===== src/rtl/tiny_io_pkg.sv =====
// Shared constants for tiny_io_port: default word width, FIFO depth and error-counter sizing.
// The error counter only exists when TINY_IO_ERRCNT_EN is defined.
package tiny_io_pkg;

    localparam int unsigned WIDTH_DEFAULT = 32;
    localparam int unsigned DEPTH_DEFAULT = 4;
    localparam int unsigned ERR_W         = 8;

    typedef logic [ERR_W-1:0] err_cnt_t;

    localparam err_cnt_t ERR_MAX = ERR_W'(255);

    // Saturating add of 0..2 events onto the error counter.
    function automatic err_cnt_t err_add(input err_cnt_t cnt, input logic [1:0] inc);
        logic [ERR_W:0] sum;
        sum = {1'b0, cnt} + (ERR_W + 1)'(inc);
        return (sum > {1'b0, ERR_MAX}) ? ERR_MAX : sum[ERR_W-1:0];
    endfunction

endpackage


===== src/rtl/tiny_fifo.sv =====
// Synchronous FIFO with extra-MSB pointers; head word is read combinationally.
// Push into a full FIFO is taken only when a pop happens on the same edge.
module tiny_fifo
    import tiny_io_pkg::*;
#(
    parameter int unsigned DEPTH = DEPTH_DEFAULT,
    parameter int unsigned WIDTH = WIDTH_DEFAULT
) (
    input  logic             clk,
    input  logic             rst,
    input  logic             push,
    input  logic             pop,
    input  logic [WIDTH-1:0] wdata,
    output logic             full,
    output logic             empty,
    output logic [WIDTH-1:0] head
);

    localparam int unsigned AW = $clog2(DEPTH);
    localparam int unsigned PW = AW + 1;

    logic [PW-1:0]    wr_ptr;
    logic [PW-1:0]    rd_ptr;
    logic [WIDTH-1:0] mem [DEPTH];
    logic             wr_en;
    logic             rd_en;

    assign empty = (wr_ptr == rd_ptr);
    assign full  = (wr_ptr[AW] != rd_ptr[AW]) && (wr_ptr[AW-1:0] == rd_ptr[AW-1:0]);
    assign rd_en = pop & ~empty;
    assign wr_en = push & (~full | rd_en);
    assign head  = mem[rd_ptr[AW-1:0]];

    // Pointers wrap modulo 2*DEPTH; reset empties the FIFO immediately.
    always_ff @(posedge clk or posedge rst) begin
        if (rst) begin
            wr_ptr <= '0;
            rd_ptr <= '0;
        end else begin
            if (wr_en) begin
                wr_ptr <= wr_ptr + PW'(1);
            end
            if (rd_en) begin
                rd_ptr <= rd_ptr + PW'(1);
            end
        end
    end

    // Storage is not reset: contents are meaningless while empty.
    always_ff @(posedge clk) begin
        if (wr_en) begin
            mem[wr_ptr[AW-1:0]] <= wdata;
        end
    end

endmodule


===== src/rtl/tiny_io_port.sv =====
// CPU I/O port: input FIFO from an Rx handshake, output FIFO to a Tx handshake.
// Define TINY_IO_ERRCNT_EN to add the saturating ErrCnt underflow/overflow counter.
module tiny_io_port
    import tiny_io_pkg::*;
#(
    parameter int unsigned DEPTH = DEPTH_DEFAULT,
    parameter int unsigned WIDTH = WIDTH_DEFAULT
) (
    input  logic             Ph0,
    input  logic             Reset,
    output logic [WIDTH-1:0] InData,
    output logic             InRdy,
    input  logic             InStrobe,
    input  logic [WIDTH-1:0] OutData,
    input  logic             OutStrobe,
    input  logic [WIDTH-1:0] RxData,
    input  logic             RxValid,
    output logic             RxReady,
    output logic [WIDTH-1:0] TxData,
    output logic             TxValid,
    input  logic             TxReady
`ifdef TINY_IO_ERRCNT_EN
    ,
    output logic [ERR_W-1:0] ErrCnt
`endif
);

    logic in_full;
    logic in_empty;
    logic in_push;
    logic in_pop;
    logic out_full;
    logic out_empty;
    logic out_push;
    logic out_pop;

    // Input side: producer may push whenever there is room, CPU pops when data is there.
    assign RxReady = ~in_full;
    assign InRdy   = ~in_empty;
    assign in_push = RxValid & ~in_full;
    assign in_pop  = InStrobe & ~in_empty;

    // Output side: a full FIFO still accepts a word when the consumer drains one on the same edge.
    assign TxValid  = ~out_empty;
    assign out_pop  = TxReady & ~out_empty;
    assign out_push = OutStrobe & (~out_full | out_pop);

    tiny_fifo #(
        .DEPTH (DEPTH),
        .WIDTH (WIDTH)
    ) u_in_fifo (
        .clk   (Ph0),
        .rst   (Reset),
        .push  (in_push),
        .pop   (in_pop),
        .wdata (RxData),
        .full  (in_full),
        .empty (in_empty),
        .head  (InData)
    );

    tiny_fifo #(
        .DEPTH (DEPTH),
        .WIDTH (WIDTH)
    ) u_out_fifo (
        .clk   (Ph0),
        .rst   (Reset),
        .push  (out_push),
        .pop   (out_pop),
        .wdata (OutData),
        .full  (out_full),
        .empty (out_empty),
        .head  (TxData)
    );

`ifdef TINY_IO_ERRCNT_EN
    logic       underflow;
    logic       overflow;
    logic [1:0] err_inc;

    assign underflow = InStrobe & in_empty;
    assign overflow  = OutStrobe & ~out_push;
    assign err_inc   = {1'b0, underflow} + {1'b0, overflow};

    // Both error kinds on one edge count twice; the counter sticks at its maximum.
    always_ff @(posedge Ph0 or posedge Reset) begin
        if (Reset) begin
            ErrCnt <= '0;
        end else if (err_inc != 2'd0) begin
            ErrCnt <= err_add(ErrCnt, err_inc);
        end
    end
`endif

endmodule


===== config.mk =====
export PLATFORM = sky130hd
export DESIGN_NAME = tiny_io_port
export DESIGN_NICKNAME = d
export VERILOG_FILES = /design/src/rtl/tiny_io_pkg.sv /design/src/rtl/tiny_fifo.sv /design/src/rtl/tiny_io_port.sv
export SDC_FILE = /design/constraint.sdc
export NUM_CORES = 1
export LEC_CHECK = 0
export CAP_MARGIN = 0
export CORE_AREA = 2 2 205 207
export DETAILED_ROUTE_END_ITERATION = 10
export DIE_AREA = 0 0 207 209
export SLEW_MARGIN = 20
export SYNTH_ARGS = -nofsm -noshare
export SYNTH_HDL_FRONTEND = slang
export SYNTH_HIERARCHICAL = 1
export SYNTH_SLANG_ARGS = --single-unit

===== constraint.sdc =====
create_clock -name Ph0 -period 3.8 [get_ports Ph0]
set_input_delay 0.57 -clock Ph0 [delete_from_list [all_inputs] [get_ports Ph0]]
set_output_delay 0.57 -clock Ph0 [all_outputs]
set_load 0.03 [all_outputs]

==> results.sh <==
export IMPL_end_kind="output pin"
export IMPL_fp_dieArea_mm2=0.0433
export IMPL_cts_tree="done"
export IMPL_path_max_fanout=34
export IMPL_async_flop_share_pct=4.48
export IMPL_final_cells=1135
export IMPL_yosysWarnings=6
export IMPL_power_total_mw=11.4
export IMPL_die_h_um=209
export IMPL_fmax_mhz=296
export IMPL_timing_final_ws_setup_ns=0.416
export IMPL_gr_total_overflow=0
export IMPL_num_rows=75
export IMPL_drc=0
export IMPL_cts_sinks=268
export IMPL_die_width_um=207
export IMPL_synth_fp_nets=496
export IMPL_post_route_util_pct=31.7
export IMPL_r2r_slack_ns=1.11
export IMPL_holdWs_ns=0.332
export IMPL_synth_area_leaders="edfxtp_1 (75%), mux4_2 (14%), dfrtp_1 (2.9%), ha_1 (1.2%), xor2_4 (1.1%)"
export IMPL_htreeDepth=1
export IMPL_synth_common_cells="edfxtp_1 (256), mux4_2 (64), buf_2 (12), dfrtp_1 (12), inv_1 (12)"
export IMPL_tns_ns=0
export IMPL_final_max_slew_viol_count=0
export IMPL_timing_rr_start="u_in_fifo/wr_ptr[0]$_DFFE_PP0P_"
export IMPL_syn_cell_area_mm2=0.0102
export IMPL_place_ws_ns=0.922
export IMPL_critPathRequiredTime_ns=3.23
export IMPL_grtUsageTotal_pct=8.85
export IMPL_nets=658
export IMPL_power_per_cell_area_mw_per_mm2=867
export IMPL_placed_cells=1087
export IMPL_area_growth_pct=28.5
export IMPL_tightest_slew_ns=0.720
export IMPL_p_leak_nw=4.20
export IMPL_routedWlPerCell_um=17.0
export IMPL_ir_worst_vdd_mv=0.502
export IMPL_reg2regPathDepth=6
export IMPL_ctsResizeCount=0
export IMPL_relSlewSlack_pct=52.0
export IMPL_synthCells=416
export IMPL_root_buffer="clkbuf_16"
export IMPL_coreArea_mm2=0.0413
export IMPL_yosysMostFrequentCell="edfxtp_1"
export IMPL_insertion_delay_ns=0.54
export IMPL_hpwl_um=12000
export IMPL_fin_crit_ns=3.38
export IMPL_rsz0062_at_grt="false"
export IMPL_drive_above_1_share_pct=21.6
export IMPL_clkSlewWorstSetupHoldPaths_ns=0.06
export IMPL_placed_area_mm2=0.0122
export IMPL_fin_skew_ns=0.00748
export IMPL_route_vias_total=4628
export IMPL_crit_arrival_ns=2.81
export IMPL_drtPass1Iterations=4
export IMPL_synth_top_area_share_pct=75.4
export IMPL_start_kind="register"
export IMPL_postCtsSetupBuffers=0
export IMPL_start_util_pct=24.7
export IMPL_synth_edf_count=256
export IMPL_cts_buffers=28
export IMPL_place_gp_congestion=0.693
export IMPL_syn_area_per_cell_um2=24.5
export IMPL_hold_viol=0
export IMPL_grt_pass1_wl_um=29800
export IMPL_drt_iter0_drc=228
export IMPL_num_antenna_cells=0
export IMPL_postCtsHoldBufs=0
export IMPL_synth_top_cell_by_area="edfxtp_1"
export IMPL_setup_viol=0
export IMPL_ys_types=22
export IMPL_wirelength_um=19300
export IMPL_antenna_found_initial=0
export IMPL_viasPerCell=4.08
export IMPL_grt_max_degree=35
export IMPL_first_global_vias=5114
export IMPL_final_area_mm2=0.0131
export IMPL_r2r_end="u_in_fifo/mem[0][13]$_DFFE_PP_"
export IMPL_min_period_over_period_pct=89.0
export IMPL_ant_nets=0
export IMPL_crit_type="register to output pin"
export IMPL_n_fill_cell=3940
export IMPL_synth_seq_area_share_pct=78.4
export IMPL_status="complete, no violations"
export IMPL_num_io_pins=137
export IMPL_hold_path_class="primary input to async pin"
export IMPL_place_port_buffers=136
export IMPL_ys_ff_latch=268
export IMPL_drv_cap=0
export IMPL_clock_path_buffers=3
export IMPL_synth_flop_cell="edfxtp_1"
==> sequential cells by signal (all words and copies together) (netlist names) <==
signal and flops:
u_in_fifo/mem 128, u_in_fifo/rd_ptr 3, u_in_fifo/wr_ptr 3, u_out_fifo/mem 128
u_out_fifo/rd_ptr 3, u_out_fifo/wr_ptr 3
==> worst max path at each step <==
stage | start | slack (ns) | endpoint | depth (start not counted)
CTS | u_in_fifo/rd_ptr[0]$_DFFE_PP0P_ | 0.33 | InData[23] | 3
detailed placement | u_in_fifo/rd_ptr[0]$_DFFE_PP0P_ | 0.92 | InData[23] | 3
global placement | u_in_fifo/rd_ptr[0]$_DFFE_PP0P_ | 0.93 | InData[23] | 3
floorplan | u_out_fifo/rd_ptr[0]$_DFFE_PP0P_ | 1.12 | u_out_fifo/mem[0][0]$_DFFE_PP_ | 6
global route | u_in_fifo/rd_ptr[0]$_DFFE_PP0P_ | 0.24 | InData[16] | 3
finish | u_in_fifo/rd_ptr[0]$_DFFE_PP0P_ | 0.42 | InData[16] | 3
==> worst max-delay path, stage by stage, from the launching register on <==
cell and delay, ns:
dfrtp_2 0.41, buf_4 0.57, mux4_2 0.59, clkdlybuf4s50_1 0.66
==> power by group <==
| part | internal (mW) | leakage (nW) | switching (mW) |
|---|---|---|---|
| registers | 4.05 | 2.48 | 0.233 |
| clock network | 1.45 | 0.415 | 1.07 |
| logic | 1.95 | 1.31 | 2.60 |
| total | 7.45 | 4.20 | 3.90 |
==> cells by family after synthesis <==
| logic type | after synthesis | share of synthesized area [%] |
|---|---|---|
| buf+inv | 28 | 1.40 |
| flops | 268 | 78.4 |
| compound gates | 9 | 1.13 |
| mux | 68 | 14.6 |
| xor+xnor | 16 | 2.11 |
| fa+ha+maj | 10 | 1.23 |
| simple gates | 17 | 1.17 |
==> cell usage in the layout (no fill, tap or decap) <==
cell,n
xnor2_1,10
clkbuf_16,29
inv_1,12
edfxtp_1,256
inv_6,2
o311ai_1,2
clkinvlp_4,1
o41ai_2,4
clkinv_1,6
and3_1,6
clkdlybuf4s50_1,136
bufinv_16,1
buf_12,2
xor2_1,2
o21a_1,1
dfrtp_1,10
dfrtp_2,2
or4_4,2
mux2_1,4
clkinv_4,1
nor3_1,4
nor2b_4,1
xor2_4,4
o31ai_2,2
buf_4,10
clkinv_2,4
mux4_2,64
and2_1,2
clkbuf_1,4
ha_1,10
nor2b_1,2
==> per-layer routing <==
layer / vias up / global-route usage, % / part of all wire [%]
li1: 2073 / - / -
met1: 2387 / 10.7 / 42
met2: 136 / 14.7 / 47
met3: 32 / 3.40 / 8.2
met4: 0 / 2.51 / 2.3
met5: - / 0 / 0
==> cell type report <==
type	instances	area (um2)	share of cell area, %
sequential	268	7990	61.0
multi-input combinational	120	2060	15.7
timing repair buffer	148	1480	11.3
clock buffer	33	741	5.66
tap	539	674	5.15
clock inverter	15	106	0.812
inverter	12	45.0	0.344
No activity file was read; power rests on OpenSTA's default activity.
